[config.mk]
export PLATFORM = sky130hd
export DESIGN_NAME = mem_stage_ctrl
export DESIGN_NICKNAME = d
export VERILOG_FILES = /design/src/rtl/mem_stage_pkg.sv /design/src/rtl/mem_stage_ctrl_flop_mw.sv /design/src/rtl/mem_stage_ctrl.sv
export SDC_FILE = /design/constraint.sdc
export NUM_CORES = 1
export LEC_CHECK = 0
export BUFFER_PORTS_ARGS = -buffer_cell sky130_fd_sc_hd__buf_2
export CORE_AREA = 2 2 92 94
export DETAILED_ROUTE_END_ITERATION = 8
export DIE_AREA = 0 0 94 96
export GPL_ROUTABILITY_DRIVEN = 0
export PLACE_DENSITY = 0.87
export SLEW_MARGIN = 20
export SYNTH_ARGS = -nofsm -noshare
export SYNTH_HDL_FRONTEND = slang
export SYNTH_SLANG_ARGS = --single-unit
[constraint.sdc]
create_clock -name clk -period 2.1 [get_ports clk]
set_input_delay 0.315 -clock clk [delete_from_list [all_inputs] [get_ports clk]]
set_output_delay 0.315 -clock clk [all_outputs]
set_load 0.1 [all_outputs]
[src/rtl/mem_stage_pkg.sv]
// mem_stage_pkg: shared state encoding and parameter defaults for the memory-stage controller
package mem_stage_pkg;
    typedef enum logic [1:0] {IDLE = 2'b00, REQ = 2'b01, WAIT_R = 2'b10} memState_t;
    localparam int DATA_W_DEF = 32;
    localparam int TIMEOUT_CYC_DEF = 64;
endpackage

[src/rtl/mem_stage_ctrl_flop_mw.sv]
// flop_mw: M/W pipeline register with load-enable and bubble insertion, reset value 0
module flop_mw #(
    parameter int DATA_W = 32
) (
    input  logic              clk,
    input  logic              reset,
    input  logic              load,
    input  logic              bubble,
    input  logic              loadRead,
    input  logic              PCSrcM,
    input  logic              RegWriteM,
    input  logic              MemtoRegM,
    input  logic [DATA_W-1:0] ALUResultM,
    input  logic [DATA_W-1:0] ReadDataM,
    output logic              PCSrcW,
    output logic              RegWriteW,
    output logic              MemtoRegW,
    output logic [DATA_W-1:0] ReadDataW,
    output logic [DATA_W-1:0] ALUOutW
);
    always_ff @(posedge clk) begin
        if (!reset) begin
            {PCSrcW, RegWriteW, MemtoRegW} <= 3'b000;
            ReadDataW <= '0;
            ALUOutW <= '0;
        end else if (bubble) begin
            {PCSrcW, RegWriteW, MemtoRegW} <= 3'b000;
        end else if (load) begin
            {PCSrcW, RegWriteW, MemtoRegW} <= {PCSrcM, RegWriteM, MemtoRegM};
            ALUOutW <= ALUResultM;
            if (loadRead) ReadDataW <= ReadDataM;
        end
    end
endmodule

[src/rtl/mem_stage_ctrl.sv]
// mem_stage_ctrl: M-stage FSM for a handshaked data memory; drives StallM and the M/W register.
// Optional watchdog (TIMEOUT_CYC parameter, sticky mem_err port) when MEM_TIMEOUT_EN is defined.
module mem_stage_ctrl
    import mem_stage_pkg::*;
#(
    parameter int DATA_W = DATA_W_DEF
`ifdef MEM_TIMEOUT_EN
    , parameter int TIMEOUT_CYC = TIMEOUT_CYC_DEF
`endif
) (
    input  logic              clk,
    input  logic              reset,
    input  logic              PCSrcM,
    input  logic              RegWriteM,
    input  logic              MemtoRegM,
    input  logic              MemWriteM,
    input  logic [DATA_W-1:0] ALUResultM,
    input  logic [DATA_W-1:0] WriteDataM,
    output logic              StallM,
    output logic              mem_req,
    output logic              mem_we,
    output logic [DATA_W-1:0] mem_addr,
    output logic [DATA_W-1:0] mem_wdata,
    input  logic              mem_gnt,
    input  logic              mem_rvalid,
    input  logic [DATA_W-1:0] mem_rdata,
    output logic              PCSrcW,
    output logic              RegWriteW,
    output logic              MemtoRegW,
    output logic [DATA_W-1:0] ReadDataW,
    output logic [DATA_W-1:0] ALUOutW
`ifdef MEM_TIMEOUT_EN
    , output logic            mem_err
`endif
);
    memState_t state, stateNext;
    logic memop, done, loadRead, tmo;
    logic [DATA_W-1:0] readData;

    assign memop = MemWriteM | MemtoRegM;
    assign mem_we = MemWriteM;
    assign mem_addr = ALUResultM;
    assign mem_wdata = WriteDataM;
    assign StallM = memop & ~done;
    assign loadRead = ((state == WAIT_R) & mem_rvalid) | tmo;
    assign readData = tmo ? '0 : mem_rdata;

`ifdef MEM_TIMEOUT_EN
    localparam int CNT_W = $clog2(TIMEOUT_CYC + 1);
    logic [CNT_W-1:0] cnt;

    // cnt holds the stalled cycles already spent; the access is forced done on the
    // cycle whose closing edge would bring it to TIMEOUT_CYC
    assign tmo = (state != IDLE) & (cnt == CNT_W'(TIMEOUT_CYC - 1));

    always_ff @(posedge clk) begin
        if (!reset) begin
            cnt <= '0;
            mem_err <= 1'b0;
        end else begin
            cnt <= !StallM ? '0 : (stateNext != state) ? CNT_W'(1) : cnt + 1'b1;
            mem_err <= mem_err | tmo;
        end
    end
`else
    assign tmo = 1'b0;
`endif

    always_ff @(posedge clk) begin
        if (!reset) state <= IDLE;
        else state <= stateNext;
    end

    always_comb begin
        stateNext = state;
        done = 1'b0;
        mem_req = 1'b0;
        case (state)
            IDLE, REQ: begin
                mem_req = (state == REQ) | memop;
                if (memop && mem_gnt) begin
                    done = MemWriteM;
                    stateNext = MemWriteM ? IDLE : WAIT_R;
                end else if (memop) begin
                    stateNext = REQ;
                end
            end
            WAIT_R: begin
                done = mem_rvalid;
                stateNext = mem_rvalid ? IDLE : WAIT_R;
            end
            default: stateNext = IDLE;
        endcase
        if (tmo) begin
            done = 1'b1;
            mem_req = 1'b0;
            stateNext = IDLE;
        end
    end

    flop_mw #(.DATA_W(DATA_W)) mwReg (
        .clk(clk),
        .reset(reset),
        .load(~StallM),
        .bubble(StallM),
        .loadRead(loadRead),
        .PCSrcM(PCSrcM),
        .RegWriteM(RegWriteM),
        .MemtoRegM(MemtoRegM),
        .ALUResultM(ALUResultM),
        .ReadDataM(readData),
        .PCSrcW(PCSrcW),
        .RegWriteW(RegWriteW),
        .MemtoRegW(MemtoRegW),
        .ReadDataW(ReadDataW),
        .ALUOutW(ALUOutW)
    );
endmodule

==> results of run 1 <==
==> critical path: stages, from the launching register on <==
cell and delay, ps:
dfxtp_1 380, and3b_1 240, a311oi_4 380, buf_12 220
==> power groups by stage <==
stage / combinational [uW] / sequential (uW) / clock (uW)
after floorplan: 777 / 1840 / 0
after global placement: 1040 / 1430 / 0
after detailed placement: 1050 / 1430 / 0
after CTS: 1050 / 1400 / 1390
after global routing: 1090 / 1410 / 1450
final: 1050 / 1400 / 1350
==> cell type report <==
class                   instances  area [um2]  area share
flip-flops and latches         69        1380       0.353
multi-input cells             207        1160       0.296
repair buffers                180         983       0.251
clock buffers                  11         151      0.0387
well taps                     105         131      0.0336
clock inverters                 5         106      0.0272
inverters                       1        3.75    0.000959
==> sequential cells by signal, indices dropped and copies added (netlist names) <==
signal and flops:
mwReg.ALUOutW 32, mwReg.PCSrcW 1, mwReg.MemtoRegW 1, mwReg.ReadDataW 32, state 2, mwReg.RegWriteW 1
==> worst paths after layout <==
check,start,end,slack [ps],cells past startpoint
max,state[0]$_SDFFE_PN0P_,StallM,240,3
min,mem_rdata[27],mwReg.ReadDataW[27]$_SDFFE_PN0P_,220,3
max reg2reg,state[0]$_SDFFE_PN0P_,mwReg.RegWriteW$_SDFF_PP0_,420,5
min reg2reg,mwReg.ALUOutW[13]$_SDFFE_PN0N_,mwReg.ALUOutW[13]$_SDFFE_PN0N_,460,2
==> routing by layer <==
metal  global-route usage  vias to the layer above  wire length (um)
met3               0.0470                       10               633
met2                0.298                      120              3660
met5                    0                        -                 0
li1                     -                     1301                 -
met4               0.0592                        0               108
met1                0.143                     1177              2660
==> cell usage after synthesis <==
library cell,instances
and3b_1,4
dfxtp_1,69
nor3_1,1
a31oi_1,1
mux2i_1,32
inv_1,1
nor3b_1,1
nand3b_1,1
a311oi_2,1
o21ai_0,1
and3_1,1
buf_6,2
nand2_1,128
nor2_1,3
nor2b_1,1
buf_12,3
clkbuf_1,14
a21boi_0,32
buf_4,65
buf_2,3
==> cell families after synthesis <==
logic type / share of synthesized area
AO/OA/AOI/OAI: 0.0841
flip-flops: 0.436
multiplexers: 0.101
buffers and inverters: 0.203
AND/OR/NAND/NOR: 0.176
==> through the flow <==
step / utilization / hold slack, ps / setup slack, ps / total power (uW)
after floorplan: - / 454 / 71.8 / 2610
after global placement: 0.453 / 443 / 368 / 2470
after detailed placement: 0.453 / 455 / 381 / 2480
after CTS: 0.485 / 201 / 53.4 / 3840
after global routing: 0.486 / 199 / 162 / 3950
final: 0.486 / 221 / 236 / 3800
==> results.toml, run 1 <==
[pwr]
combinationalPowerShare = 0.276
internal_power_uw = 2430
p_sw_frac = 0.361
power_density_mw_per_mm2 = 970
peakVddDrop_mv = 0.381
p_seq_frac = 0.368
cellLeakagePower_uw = 0.00197
power_frac_clock = 0.356
p_sw_uw = 1370

[cells_and_area]
final_common_cell = "buf_2"
final_nets = 572
mostFrequentLayoutCells = "172 x buf_2, 128 x nand2_1, 69 x dfxtp_1, 32 x mux2i_1, 32 x a21boi_0"
fillCellCount = 797
postLayoutCellArea_mm2 = 0.00392
syn_to_final_growth_pct = 23.5
instances_no_fill = 578
n_antenna_cell = 0
layout-drive-gt1-share = 0.416

[sta]
finalSetupTns_ps = 0
slew_violations = 0
grt_setup_unrepaired = "no"
setup_viol = 0
fmax_mhz = 537
final.setup_skew_ps = 13.5
final_hold_viol_count = 0
timing.final.crit_share = 0.888
min_period_ps = 1860
slew_headroom = 0.612
worstMarginPinSlew_ps = 580

[global_routing]
grt.overflow.total = 0
grtUsageTotal = 0.150
grt_antenna_before_repair = 0
grt_max_degree = 70
grt_pass1_wl_mm = 10.6
grt_pass1_vias = 2441

[floorplanning]
rows = 33
initial_utilization = 0.394
core_mm2 = 0.00805
die_w_um = 94
dieArea_mm2 = 0.00902
die_h_um = 96
io_pins = 238

[cts]
cts_tree = "yes"
post_cts_resized = 0
clkLatencyLatePin_ps = 340
cts_setup_buffers = 0
numCtsBuffers = 9
cts-root-buf = "clkbuf_8"
clk_pin_slew_ps = 80
clock_sinks = 69
cts_max_level = 3
clockBufferDepth = 2
cts_hold_buffers = 0

[critical_path]
cp_max_fo = 4
cp.arrival_ps = 1550
crit_type = "reg -> out"
end_kind = "primary output"
cp.required_ps = 1780
cp-start-kind = "flip-flop"

[logic_synthesis]
synth_area_mm2 = 0.00317
seq_area_frac_synth = 0.436
yosysTopAreaCell = "dfxtp_1"
avgSynthCellArea_um2 = 8.71
synth_top_area_frac = 0.436
synth_seq_cells = 69
ys_top_cells_by_area = "dfxtp_1 44%, buf_4 15%, nand2_1 15%"
synth_cell_types = 20
ys.warnings.count = 0
synthCells = 364
synth_fp_nets = 468

[detailed_routing]
remaining_drc_errors = 0
drt_iter0_drc = 24
routed_via_density = 4.51
wl_per_cell_um = 12.2
dr.pass1.iters = 4
via_count = 2608
ant_nets = 0
wl_mm = 7.07

[place]
dp.cells = 561
placed_area_mm2 = 0.00365
portBuffers = 173
hpwl_mm = 5.41

[flow_run]
drv_cap = 0

[worst_hold_path]
hold_path_class = "in -> reg"

[status]
status = "complete, no violations"
(Power assumes the default switching activity.)
==> run 2: changes to the inputs <==
--- a/config.mk
+++ b/config.mk
@@ -10,6 +10,7 @@
 export DETAILED_ROUTE_END_ITERATION = 8
 export DIE_AREA = 0 0 94 96
 export GPL_ROUTABILITY_DRIVEN = 0
+export MAX_ROUTING_LAYER = met4
 export PLACE_DENSITY = 0.87
 export SLEW_MARGIN = 20
 export SYNTH_ARGS = -nofsm -noshare
==> results.toml, run 2 (synthesis results as in run 1) <==
[global_routing]
grt.overflow.total = 0
grt_pass1_vias = 2440
grtUsageTotal = 0.155
grt_max_degree = 70
grt_pass1_wl_mm = 10.6
grt_antenna_before_repair = 0

[critical_path]
slowest_stage = "dfxtp_1"
path_cells = "and3b_1, a311oi_4, buf_12"
cp.required_ps = 1780
crit_type = "reg -> out"
cp.arrival_ps = 1550
cp-start-kind = "flip-flop"
worst-path-stages = 3
critPathMaxStageDelay_ps = 380
crit_family = "flip-flops"
r2r_slack_ps = 420
cp_max_fo = 4
crit_buf_inv = 1
r2r_cells = 5
end_kind = "primary output"

[worst_hold_path]
holdPathStages = 2
hold_path_class = "in -> reg"

[sta]
holdWs_ps = 223
setup_viol = 0
final.setup_skew_ps = 11.0
worstMarginPinSlew_ps = 578
timing.final.crit_share = 0.890
final_hold_viol_count = 0
grt_setup_unrepaired = "no"
slew_violations = 0
fmax_mhz = 535
finalSetupTns_ps = 0
min_period_ps = 1870
setup_ws_ps = 232
slew_headroom = 0.614

[detailed_routing]
drt_iter0_drc = 26
ant_nets = 0
dr.pass1.iters = 4
via_count = 2618
wl_mm = 7.04
routed_via_density = 4.53
wl_per_cell_um = 12.2
remaining_drc_errors = 0

[cts]
post_cts_resized = 0
cts_setup_buffers = 0
cts-root-buf = "clkbuf_8"
cts_hold_buffers = 0
clock_sinks = 69
clockBufferDepth = 2
numCtsBuffers = 9
clk_pin_slew_ps = 70
cts_tree = "yes"
clkLatencyLatePin_ps = 330
cts_max_level = 3

[floorplanning]
io_pins = 238
initial_utilization = 0.394
rows = 33
die_w_um = 94
die_h_um = 96
core_mm2 = 0.00805
dieArea_mm2 = 0.00902

[pwr]
power_density_mw_per_mm2 = 970
cellLeakagePower_uw = 0.00197
total_power_uw = 3800
peakVddDrop_mv = 0.381

[place]
hpwl_mm = 5.41
portBuffers = 173
dpl_worst_slack_ps = 381

[cells_and_area]
syn_to_final_growth_pct = 23.5
mostFrequentLayoutCells = "172 x buf_2, 128 x nand2_1, 69 x dfxtp_1, 32 x mux2i_1, 32 x a21boi_0"
final_common_cell = "buf_2"
fillCellCount = 797
n_antenna_cell = 0
layout-drive-gt1-share = 0.416
final_nets = 572
largestRegisters = "mwReg.ALUOutW: 32 flops, mwReg.ReadDataW: 32 flops, state: 2 flops"

[flow_run]
drv_cap = 0

[status]
status = "complete, no violations"
## run 2: cell counts in the layout (fill, tap and decap cells not counted)
Identical to the previous run, type by type.
## run 2: final cells by class
class                      instances  area [um2]  area share
tap                              105         131      0.0336
clock inverter                     5         106      0.0272
timing repair buffer             180         983       0.251
multi-input combinational        207        1160       0.296
inverter                           1        3.75    0.000959
clock buffer                      11         151      0.0387
sequential                        69        1380       0.353
## run 2: worst register-to-register path: stages (launching register included)
cell and delay, ps:
dfxtp_1 380, and3b_1 240, a311oi_4 380, buf_4 230, buf_12 170, and3b_1 190
## run 2: path summary, 6_finish.rpt
path,startpoint,end
max,state[0]$_SDFFE_PN0P_,StallM
min reg2reg,mwReg.ALUOutW[13]$_SDFFE_PN0N_,mwReg.ALUOutW[13]$_SDFFE_PN0N_
min,RegWriteM,mwReg.RegWriteW$_SDFF_PP0_
max reg2reg,state[0]$_SDFFE_PN0P_,mwReg.RegWriteW$_SDFF_PP0_
## run 2: where the power goes
group | leakage, uW | total (uW) | switching (uW) | internal [uW]
registers | 0.000563 | 1400 | 30.6 | 1370
logic | 0.00128 | 1050 | 846 | 202
clock network | 0.000126 | 1350 | 495 | 856
total | 0.00197 | 3800 | 1370 | 2430
## run 2: layer usage
layer / track usage / up-vias / share of wire
met2: 0.298 / 120 / 0.52
li1: - / 1302 / -
met5: - / - / 0
met3: 0.0470 / 10 / 0.087
met4: 0.0592 / 0 / 0.015
met1: 0.144 / 1186 / 0.38
## run 2: through the flow
stage	instances	utilization	cell area (um2)
6_report	578	0.486	3920
5_1_grt	578	0.486	3920
4_1_cts	577	0.485	3910
3_5_place_dp	561	0.453	3650
3_3_place_gp	561	0.453	3650
2_1_floorplan	364	-	3170
==> run 3: changes to the inputs <==
--- a/config.mk
+++ b/config.mk
@@ -5,13 +5,14 @@
 export SDC_FILE = /design/constraint.sdc
 export NUM_CORES = 1
 export LEC_CHECK = 0
+export ABC_AREA = 1
 export BUFFER_PORTS_ARGS = -buffer_cell sky130_fd_sc_hd__buf_2
-export CORE_AREA = 2 2 92 94
+export CORE_MARGIN = 2
+export CORE_UTILIZATION = 45
 export DETAILED_ROUTE_END_ITERATION = 8
-export DIE_AREA = 0 0 94 96
 export GPL_ROUTABILITY_DRIVEN = 0
 export MAX_ROUTING_LAYER = met4
-export PLACE_DENSITY = 0.87
+export PLACE_DENSITY = 0.94
 export SLEW_MARGIN = 20
 export SYNTH_ARGS = -nofsm -noshare
 export SYNTH_HDL_FRONTEND = slang
==> results.toml, run 3 <==
[cts]
cts_max_level = 3
cts_hold_buffers = 0
cts_setup_buffers = 0
post_cts_resized = 0
clock_sinks = 69
numCtsBuffers = 9
cts_tree = "yes"
clk_pin_slew_ps = 70
clkLatencyLatePin_ps = 330
clockBufferDepth = 2
cts-root-buf = "clkbuf_8"

[global_routing]
grt_pass1_vias = 2763
grt.overflow.total = 0
grt_pass1_wl_mm = 12.0
grtUsageTotal = 0.181
grt_antenna_before_repair = 0
grt_max_degree = 97

[worst_hold_path]
min_from = "PCSrcM"
holdPathEnd = "mwReg.PCSrcW$_SDFF_PP0_"
hold_path_class = "in -> reg"
holdPathStages = 3

[place]
placed_area_mm2 = 0.00396
hpwl_mm = 5.53
dpl_worst_slack_ps = 498
portBuffers = 173

[detailed_routing]
drt_iter0_drc = 128
wl_met1_mm = 3.10
dr.pass1.iters = 4
routed_via_density = 4.40
wl_mm = 7.49
remaining_drc_errors = 0
top_layer = "met4"
wl_per_cell_um = 10.6
via_count = 3119
dr_wl_met2_mm = 3.48
ant_nets = 0
wl_met3_um = 702

[sta]
fmax_mhz = 603
holdWs_ps = 209
finalSetupTns_ps = 0
setup_viol = 0
min_period_ps = 1660
final.setup_skew_ps = 8.67
final_hold_viol_count = 0
setup_ws_ps = 443
worstMarginPinSlew_ps = 538
slew_violations = 0
grt_setup_unrepaired = "no"
timing.final.crit_share = 0.789
slew_headroom = 0.644

[cells_and_area]
layout-drive-gt1-share = 0.333
utilization = 0.555
syn_to_final_growth_pct = 21.4
mostFrequentLayoutCells = "171 x buf_2, 134 x inv_1, 69 x dfxtp_1, 65 x nand2_1, 35 x nor2_1"
final_common_cell = "buf_2"
largestRegisters = "mwReg.ALUOutW: 32 flops, mwReg.ReadDataW: 32 flops, state: 2 flops"
postLayoutCellArea_mm2 = 0.00422
final_nets = 707
n_antenna_cell = 0

[critical_path]
r2r_slack_ps = 850
cp-start-kind = "flip-flop"
r2r-start = "state[1]$_SDFFE_PN0P_"
end_kind = "primary output"
r2r_cells = 6
cp.required_ps = 1780
crit_type = "reg -> out"
cp.arrival_ps = 1340
r2r_end = "mwReg.ALUOutW[13]$_SDFFE_PN0N_"
cp_max_fo = 6

[floorplanning]
die_w_um = 91.9
core_mm2 = 0.00761
dieArea_mm2 = 0.00844
die_h_um = 91.9
initial_utilization = 0.457
io_pins = 238
rows = 32

[logic_synthesis]
yosysTopAreaCell = "dfxtp_1"
seq_area_frac_synth = 0.397
ys_top_cells_by_area = "dfxtp_1 40%, inv_1 14%, buf_4 14%"
synth_area_mm2 = 0.00348
avgSynthCellArea_um2 = 6.91
synth_seq_cells = 69
synthCells = 503
synth.most_common_cell = "inv_1"
ys.warnings.count = 0
synth_commonest_cells = "134 x inv_1, 69 x dfxtp_1, 66 x buf_4, 65 x nand2_1, 35 x nor2_1"
synth_top_area_frac = 0.397
ys.flop_type = "dfxtp_1"
synth_fp_nets = 607
synth_edf_count = 0
async_reset_ff_frac = 0
synth_cell_types = 19

[flow_run]
drv_cap = 0

[pwr]
peakVddDrop_mv = 0.530
power_density_mw_per_mm2 = 990
cellLeakagePower_uw = 0.00251

[status]
status = "complete, no violations"
## run 3: cell count changes in the layout (fill, tap and decap cells not counted), sizes merged, moves of 2 or more
| cell | delta |
|---|---|
| a21boi | -32 |
| a21oi | +33 |
| and3b | -4 |
| clkbuf | -2 |
| inv | +136 |
| mux2i | -32 |
| nand2 | -62 |
| nand3 | +4 |
| nand4 | +32 |
| nor2 | +32 |
| o21ai | +32 |
## run 3: worst max-delay path, cell delays in order, from the launching register on
cell	delay, ps
dfxtp_1	410
inv_2	70
nand3_2	70
nand3_2	140
inv_1	140
buf_12	180
## run 3: cells by family (layout without fill, tap and decap cells)
kind of cell / count (synthesis) / in the layout / share of synthesized area
and+or+nand+nor: 139 / 139 / 0.181
buffers and inverters: 228 / 332 / 0.324
AOI/OAI and AO/OA: 67 / 67 / 0.0972
DFF: 69 / 69 / 0.397
## run 3: power by group
part / internal, uW / switching [uW]
sequential: 1390 / 38.6
clock: 904 / 489
combinational: 240 / 1110
total: 2540 / 1640
## run 3: how the worst max path moves through the flow
stage / startpoint / end / cells after the start
5_1_grt: state[1]$_SDFFE_PN0P_ / StallM / 5
3_5_place_dp: MemtoRegM / mem_req / 6
4_1_cts: state[1]$_SDFFE_PN0P_ / StallM / 5
2_1_floorplan: state[1]$_SDFFE_PN0P_ / StallM / 5
3_3_place_gp: MemtoRegM / mem_req / 6
6_report: state[1]$_SDFFE_PN0P_ / StallM / 5
## run 3: area by class of cell
cell class | instances | area [um2]
Fill cell | 723 | 3390
Sequential cell | 69 | 1380
Multi-Input combinational cell | 206 | 975
Timing Repair Buffer | 180 | 961
Inverter | 137 | 514
Clock inverter | 6 | 136
Tap cell | 102 | 128
Clock buffer | 9 | 124
## run 3: metrics by stage
step           power (uW)  std cells
2_1_floorplan        2900        503
3_3_place_gp         2810        694
3_5_place_dp         2820        694
4_1_cts              4220        709
5_1_grt              4360        709
6_report             4180        709
## run 3: per-layer routing
metal | vias up | track usage
met1 | 1318 | 0.194
met2 | 147 | 0.308
met4 | 0 | 0.0846
met3 | 24 | 0.0559
met5 | - | -
li1 | 1630 | -
